--- src/rtl/cmp_pkg.sv ---
// Shared types and helpers for the sorter result receiver.
package cmp_pkg;

    typedef enum logic [1:0] {
        IDLE,
        WAIT_RES,
        CHECK,
        DRAIN
    } rx_state_t;

    localparam logic [15:0] CNT_SAT = 16'hFFFF;

    // Width that holds the sum of cnt elements of dw bits without overflow.
    function automatic int unsigned sum_w(input int unsigned dw, input int unsigned cnt);
        return dw + $clog2(cnt);
    endfunction

    function automatic logic [15:0] sat_inc(input logic [15:0] val);
        return (val == CNT_SAT) ? val : val + 16'd1;
    endfunction

endpackage

--- src/rtl/cmp_order_chk.sv ---
// Combinational order/sum/xor evaluation of one element vector.
module cmp_order_chk
    import cmp_pkg::*;
#(
    parameter int unsigned DATA_WIDTH = 8,
    parameter int unsigned DATA_CNT   = 32,
    parameter string       COM_STYLE  = "UP"
) (
    input  logic [DATA_CNT-1:0][DATA_WIDTH-1:0]       vec_i,
    output logic                                      order_bad_o,
    output logic [sum_w(DATA_WIDTH, DATA_CNT)-1:0]    vec_sum_o,
    output logic [DATA_WIDTH-1:0]                     vec_xor_o
);

    localparam int unsigned SumW = sum_w(DATA_WIDTH, DATA_CNT);
    localparam bit          Up   = (COM_STYLE == "UP");

    always_comb begin
        order_bad_o = 1'b0;
        vec_sum_o   = '0;
        vec_xor_o   = '0;
        for (int i = 0; i < int'(DATA_CNT); i++) begin
            vec_sum_o = vec_sum_o + SumW'(vec_i[i]);
            vec_xor_o = vec_xor_o ^ vec_i[i];
        end
        // Equal neighbours are legal in either direction.
        for (int i = 0; i < int'(DATA_CNT) - 1; i++) begin
            if (Up ? (vec_i[i+1] < vec_i[i]) : (vec_i[i+1] > vec_i[i])) begin
                order_bad_o = 1'b1;
            end
        end
    end

endmodule

--- src/rtl/cmp_result_rx.sv ---
// Snoops a sorter write, captures its result, checks order and content, then drains it.
module cmp_result_rx
    import cmp_pkg::*;
#(
    parameter int unsigned DATA_WIDTH = 8,
    parameter int unsigned DATA_CNT   = 32,
    parameter string       COM_STYLE  = "UP",
    parameter int unsigned TIMEOUT    = 1024
) (
    input  logic                                 clk,
    input  logic                                 rst_n,
    input  logic                                 write_en_i,
    input  logic [DATA_CNT-1:0][DATA_WIDTH-1:0]  write_data_i,
    input  logic                                 compare_en_i,
    input  logic [DATA_CNT-1:0][DATA_WIDTH-1:0]  compare_data_i,
    output logic                                 out_valid_o,
    input  logic                                 out_ready_i,
    output logic [DATA_WIDTH-1:0]                out_data_o,
    output logic [$clog2(DATA_CNT)-1:0]          out_idx_o,
    output logic                                 out_last_o,
    output logic                                 busy_o,
    output logic                                 err_order_o,
    output logic                                 err_sum_o,
    output logic                                 err_proto_o,
    output logic                                 err_timeout_o,
    output logic [15:0]                          pass_cnt_o,
    output logic [15:0]                          fail_cnt_o
);

    localparam int unsigned SumW = sum_w(DATA_WIDTH, DATA_CNT);
    localparam int unsigned IdxW = $clog2(DATA_CNT);
    localparam int unsigned TmrW = $clog2(TIMEOUT);

    rx_state_t                            state_q, state_d;
    logic [TmrW-1:0]                      timer_q, timer_d;
    logic [DATA_CNT-1:0][DATA_WIDTH-1:0]  cap_q, cap_d;
    logic [SumW-1:0]                      ref_sum_q, ref_sum_d;
    logic [DATA_WIDTH-1:0]                ref_xor_q, ref_xor_d;
    logic [IdxW-1:0]                      idx_q, idx_d;
    logic [15:0]                          pass_q, pass_d, fail_q, fail_d;

    logic                  ref_order_unused;
    logic [SumW-1:0]       wr_sum, res_sum;
    logic [DATA_WIDTH-1:0] wr_xor, res_xor;
    logic                  res_order_bad;

    cmp_order_chk #(
        .DATA_WIDTH (DATA_WIDTH),
        .DATA_CNT   (DATA_CNT),
        .COM_STYLE  (COM_STYLE)
    ) u_ref_chk (
        .vec_i       (write_data_i),
        .order_bad_o (ref_order_unused),
        .vec_sum_o   (wr_sum),
        .vec_xor_o   (wr_xor)
    );

    cmp_order_chk #(
        .DATA_WIDTH (DATA_WIDTH),
        .DATA_CNT   (DATA_CNT),
        .COM_STYLE  (COM_STYLE)
    ) u_res_chk (
        .vec_i       (cap_q),
        .order_bad_o (res_order_bad),
        .vec_sum_o   (res_sum),
        .vec_xor_o   (res_xor)
    );

    always_comb begin
        state_d       = state_q;
        timer_d       = timer_q;
        cap_d         = cap_q;
        ref_sum_d     = ref_sum_q;
        ref_xor_d     = ref_xor_q;
        idx_d         = idx_q;
        pass_d        = pass_q;
        fail_d        = fail_q;
        err_order_o   = 1'b0;
        err_sum_o     = 1'b0;
        err_timeout_o = 1'b0;
        // Offending strobes are flagged here and otherwise ignored by the FSM below.
        err_proto_o   = (write_en_i && (state_q != IDLE)) ||
                        (compare_en_i && (state_q != WAIT_RES));

        unique case (state_q)
            IDLE: begin
                if (write_en_i) begin
                    state_d   = WAIT_RES;
                    ref_sum_d = wr_sum;
                    ref_xor_d = wr_xor;
                    timer_d   = '0;
                end
            end
            WAIT_RES: begin
                if (compare_en_i) begin
                    cap_d   = compare_data_i;
                    state_d = CHECK;
                end else if (timer_q == TmrW'(TIMEOUT - 1)) begin
                    err_timeout_o = 1'b1;
                    fail_d        = sat_inc(fail_q);
                    state_d       = IDLE;
                end else begin
                    timer_d = timer_q + 1'b1;
                end
            end
            CHECK: begin
                err_order_o = res_order_bad;
                err_sum_o   = (res_sum != ref_sum_q) || (res_xor != ref_xor_q);
                if (err_order_o || err_sum_o) begin
                    fail_d = sat_inc(fail_q);
                end else begin
                    pass_d = sat_inc(pass_q);
                end
                state_d = DRAIN;
            end
            DRAIN: begin
                if (out_ready_i) begin
                    if (idx_q == IdxW'(DATA_CNT - 1)) begin
                        idx_d   = '0;
                        state_d = IDLE;
                    end else begin
                        idx_d = idx_q + 1'b1;
                    end
                end
            end
            default: state_d = IDLE;
        endcase
    end

    assign out_valid_o = (state_q == DRAIN);
    assign out_data_o  = out_valid_o ? cap_q[idx_q] : '0;
    assign out_idx_o   = idx_q;
    assign out_last_o  = out_valid_o && (idx_q == IdxW'(DATA_CNT - 1));
    assign busy_o      = (state_q != IDLE);
    assign pass_cnt_o  = pass_q;
    assign fail_cnt_o  = fail_q;

    always_ff @(posedge clk or negedge rst_n) begin
        if (!rst_n) begin
            state_q   <= IDLE;
            timer_q   <= '0;
            cap_q     <= '0;
            ref_sum_q <= '0;
            ref_xor_q <= '0;
            idx_q     <= '0;
            pass_q    <= '0;
            fail_q    <= '0;
        end else begin
            state_q   <= state_d;
            timer_q   <= timer_d;
            cap_q     <= cap_d;
            ref_sum_q <= ref_sum_d;
            ref_xor_q <= ref_xor_d;
            idx_q     <= idx_d;
            pass_q    <= pass_d;
            fail_q    <= fail_d;
        end
    end

endmodule

--- config.mk ---
export PLATFORM = sky130hd
export DESIGN_NAME = cmp_result_rx
export DESIGN_NICKNAME = d
export VERILOG_FILES = /design/src/rtl/cmp_pkg.sv /design/src/rtl/cmp_order_chk.sv /design/src/rtl/cmp_result_rx.sv
export SDC_FILE = /design/constraint.sdc
export NUM_CORES = 2
export LEC_CHECK = 0
export BUFFER_PORTS_ARGS = -buffer_cell sky130_fd_sc_hd__buf_2
export CAP_MARGIN = 5
export CORE_MARGIN = 3
export CORE_UTILIZATION = 42
export CTS_CLUSTER_DIAMETER = 120
export CTS_CLUSTER_SIZE = 10
export DETAILED_ROUTE_END_ITERATION = 10
export SLEW_MARGIN = 5
export SYNTH_ARGS = -nofsm -noshare
export SYNTH_HDL_FRONTEND = slang
export SYNTH_HIERARCHICAL = 1
export SYNTH_SLANG_ARGS = --single-unit
--- constraint.sdc ---
create_clock -name clk -period 17.7 [get_ports clk]
set_input_delay 0.885 -clock clk [delete_from_list [all_inputs] [get_ports clk]]
set_output_delay 0.885 -clock clk [all_outputs]
set_load 0.03 [all_outputs]
Word-level counts from Yosys, hierarchy flattened
Index checks and enable logic that the tools add are counted.
{ "classes": {"n_reduce_logical": 17, "n_bitwise": 64, "order_cmp": 32, "n_mux": 55, "eq_ne": 18, "n_addsub": 66} }
{ "op_table": {"columns": ["cell", "count"], "rows": [
  ["adder 13 x 8 -> 13 bit", 60],
  ["bitwise XOR 8 bit", 62],
  ["< comparator 8 bit", 31],
  ["two-way mux 16 bit", 4],
  ["binary-select mux 8 bit (select 5 bit)", 1],
  ["two-way mux 1 bit", 36],
  ["adder 16 x 1 -> 16 bit (second input constant)", 2],
  ["== test 16 bit (second input constant)", 2],
  ["one-hot mux 16 bit (2 select lines)", 1],
  ["two-way mux 10 bit", 3],
  ["one-hot mux 10 bit (2 select lines)", 1],
  ["adder 8 x 8 -> 9 bit", 2],
  ["two-way mux 8 bit", 2],
  ["inequality test 13 bit", 1],
  ["AND reduction 4 bit", 3],
  ["adder 10 x 1 -> 10 bit (second input constant)", 1],
  ["== test 10 bit (second input constant)", 1],
  ["two-way mux 2 bit", 5],
  ["inequality test 2 bit (second input constant)", 5],
  ["inequality test 8 bit", 1],
  ["one-hot mux 2 bit (4 select lines)", 1],
  ["< comparator 5 x 6 -> 1 bit (second input constant)", 1],
  ["inequality test 2 x 1 -> 1 bit (second input constant)", 3],
  ["AND reduction 2 bit", 3],
  ["other kinds (12)", 20]
]} }
{ "totals": {"output_inout_bits": 52, "wordCells": 291, "reg_bits": 326} }

Longest topological paths before layout
{ "logic_depth": {"ltp_word": 36, "ltp_mapped": 36, "mapped_depth_nobuf": 34} }

Modules after synthesis
Netlist, hierarchy kept.
{ "by_module_without_submodules": {"columns": ["module", "cells_each", "area_each_um2", "seq_area_each_um2", "n_inst"], "rows": [
  ["cmp_result_rx", 1025, 15120.8, 8157.8, 1],
  ["cmp_order_chk (u_res_chk)", 1561, 13985.9, 0.0, 1],
  ["cmp_order_chk (u_ref_chk)", 1571, 13888.3, 0.0, 1]
]} }

Worst setup path after synthesis
No wires, ideal clock.
{ "synth_timing": {"path_kind": "flip-flop to output port", "startpoint": "reg cap_q[2] in the netlist's numbering", "endpoint": "out err_sum_o", "setup_slack_ns": 8.653, "required_ns": 16.815, "n_path_buf": 0, "path_stages_with_launch": 31, "arrival_time_ns": 8.162, "cell_sequence": "dfrtp_1 fa_1 inv_1 fa_1 fa_1 inv_1 ha_1 a21o_1 a21oi_1 o21bai_1 a21oi_1 o21ai_0 xor2_1 ha_1 inv_1 fa_1 fa_1 fa_1 fa_1 fa_1 inv_1 ha_1 or3_1 o21ai_0 a21oi_1 and4_1 nor3_1 xnor2_1 nand3_1 nor3_1 a31oi_1"} }
{ "synth_via": {"elab_chain_cells": 34} }
{ "synth_rtl": {"columns": ["element", "line", "text"], "rows": [
  ["start, declared", "cmp_result_rx.sv:36", "logic [DATA_CNT-1:0][DATA_WIDTH-1:0] cap_q, cap_d;"],
  ["start signal, assigned", "cmp_result_rx.sv:151", "cap_q <= cap_d;"],
  ["adder 8 x 8 -> 9 bit", "cmp_order_chk.sv:23", "vec_sum_o = vec_sum_o + SumW'(vec_i[i]);"],
  ["adder 13 x 8 -> 13 bit (30 in series)", "cmp_order_chk.sv:23", null],
  ["via res_sum[12]", "cmp_result_rx.sv:43", "logic [SumW-1:0] wr_sum, res_sum;"],
  ["inequality test 13 bit", "cmp_result_rx.sv:108", "err_sum_o = (res_sum != ref_sum_q) || (res_xor != ref_xor_q);"],
  ["logical OR 1 bit", "cmp_result_rx.sv:108", null],
  ["two-way mux 1 bit", "cmp_result_rx.sv:85", "unique case (state_q)"],
  ["end, declared", "cmp_result_rx.sv:23", "output logic err_sum_o,"]
]} }
The timed path passes the listed nets, and every way through them passes these cells.

Final worst setup path
Ends and elaborated chain as after synthesis.

==> results.yml <==
status:
  run_status: "complete, no violations"
grt:
  groute.usage.overall_pct: 25.9
  antenna_found_initial: 9
  grt_pass1_wl_um: 178000
  first_global_vias: 27700
  grt_start_max_net_pins: 152
  overflow_after_grt: 0
routing:
  detailroute.via_count: 26500
  postRouteWirelength_um: 122000
  first_pass_iteration_count_of_the_detailed_router: 5
  dr.first_iter.drc_count: 1877
  routedWlPerCell_um: 23.5
  route.antenna.remaining_nets: 0
  detail_route.vias_per_cell: 5.12
  remaining_drcs: 0
die:
  die_height_um: 306
  std_cell_rows: 109
  die_w_um: 306
  floorplan.core_area_um2: 88800
  initial_utilization_pct: 42.6
  die_area_um2: 93600
  io_pins: 569
timing:
  finalClockSkew_ns: 0.0224
  timing_worst_slew_pin_value_ns: 1.19
  slew_viol_final: 0
  rsz0062_at_grt: "no"
  min_clock_period_post_route_ns: 10.61
  hold_violations: 0
  final-setup-viol-count: 0
  final.setup.tns_ns: 0
  max_freq_ghz: 0.0943
  finalCritPeriodShare_pct: 59.9
  rel_slew_slack_pct: 20.8
placed_design:
  post-dp-hpwl_um: 104000
  gp_routability_congestion: 0.973
  io_buffer_count: 568
worst_setup_path:
  crit_arrival_ns: 9.72
  ff_to_ff_end: "fail_cnt_o[1]"
  critPathMaxStageDelay_ns: 0.59
  crit_path_end_kind: "output pin"
  worst-setup-path-type: "flip-flop to output pin"
  crit_path_frequent_cell: "fa_1"
  cpMaxStageDelayCell: "fa_1"
  timing.rr.start: "cap_q[2]"
  worstSetupStartpoint: "cap_q[2]"
  crit_end: "err_sum_o"
  reg2reg_slack_ns: 7.26
  path_max_fanout: 4
  worstPathRequired_ns: 16.82
  cp-start-kind: "flip-flop"
  ff2ff_path_depth: 32
layout:
  nets: 5314
  multi_input_area_um2: 26400
  fill_cells: 8354
  register_area_um2: 8160
  area_growth_syn_to_layout_pct: 13.9
  final_layout_size_suffix_gt1_share_pct: 24.9
logic_synthesis:
  post_syn_nets: 4753
  yosys_warnings: 6
  syn_area_per_cell_um2: 11.0
  postSynthCellCount: 3448
  syn-cell-area_um2: 37800
clocking:
  cts.repair.resized: 0
  clock-root-buffer: "clkbuf_16"
  cts-root-to-sink-buffers: 3
  cts-buffers-inserted: 39
  cts_tree: "done"
  clkLatencyLatePin_ns: 0.57
  cts_hold_buf: 0
  cts_setup_buffers: 0
  htree_levels: 2
  cts.sink_count: 326
  clkSlewWorstSetupHoldPaths_ns: 0.06
run:
  maxCapViolCount: 0
worst_hold_path:
  hold_path.class: "primary input to asynchronous set/reset pin"
[per-stage QoR]
stage	utilization (%)	hold WS (ns)	cell area (um^2)	cells	worst slack, ns
finish	48.5	0.348	43100	5184	7.09
global route	48.5	0.431	43000	5182	6.67
CTS	48.5	0.397	43000	5180	7.22
detailed placement	47.2	0.480	41900	5133	7.44
global placement	47.2	0.478	41900	5133	7.53
floorplan	-	0.499	37800	3448	8.65
[how the worst min path moves through the flow]
| stage | endpoint |
|---|---|
| after floorplan | cap_q[7] |
| after global routing | cap_q[90] |
| after CTS | cap_q[104] |
| after global placement | fail_cnt_o[13] |
| final | cap_q[90] |
| after detailed placement | fail_cnt_o[13] |
[layout by cell type (no fill, tap or decap), types with 15 or more instances in the layout]
master       n
inv_1      785
a21oi_1     71
buf_2      567
ha_1       332
mux2_2     282
dfrtp_1    323
mux2i_1     25
a22oi_1     18
nand2b_1    15
nor2b_1     26
xnor2_1    464
o21ai_0     57
o21a_1      21
a2111oi_0   16
a211oi_1    16
clkbuf_16   40
fa_1       456
xor2_1      85
nand2_1     51
nand4_1     27
nor2_1      52
nor3_1      23
a21o_1      22
nand3_1     24
mux4_2      64
o211ai_1    17
and3_1      18
[flip-flops by register name (all words and copies together), names as in the netlist, named ones only]
| register | count |
|---|---|
| fail_cnt_o | 16 |
| out_idx_o | 5 |
| pass_cnt_o | 16 |
| state_q | 1 |
| ref_sum_q | 13 |
| timer_q | 10 |
| ref_xor_q | 8 |
| cap_q | 256 |
[critical path, delay by kind of cell, from the launching register on]
family / cells / cell delay [ns]
fa+ha+maj: 11 / 5.09
compound gates: 8 / 1.32
simple gates: 5 / 1.25
xor+xnor: 2 / 0.57
buf+inv: 5 / 0.48
flops: 1 / 0.42
[layout make-up]
class,instances,area share [%]
timing repair buffer,581,6.88
multi-input combinational,2276,61.3
tap,1165,3.39
sequential,326,19.0
inverter,785,6.84
clock buffer,42,2.34
clock inverter,5,0.215
antenna,4,0.0232
[metal layers]
metal	wire, um	up-vias	share of wire, %	global-route usage [%]
li1	-	12200	-	-
met1	52400	13300	43	35.4
met2	58100	859	48	42.5
met3	8140	144	6.7	4.88
met4	3290	6	2.7	6.70
met5	47	-	0.039	0
Power is left out: the tool's default activity adds up to more than one toggle a clock period on the data nets, which glitch-free logic cannot reach.
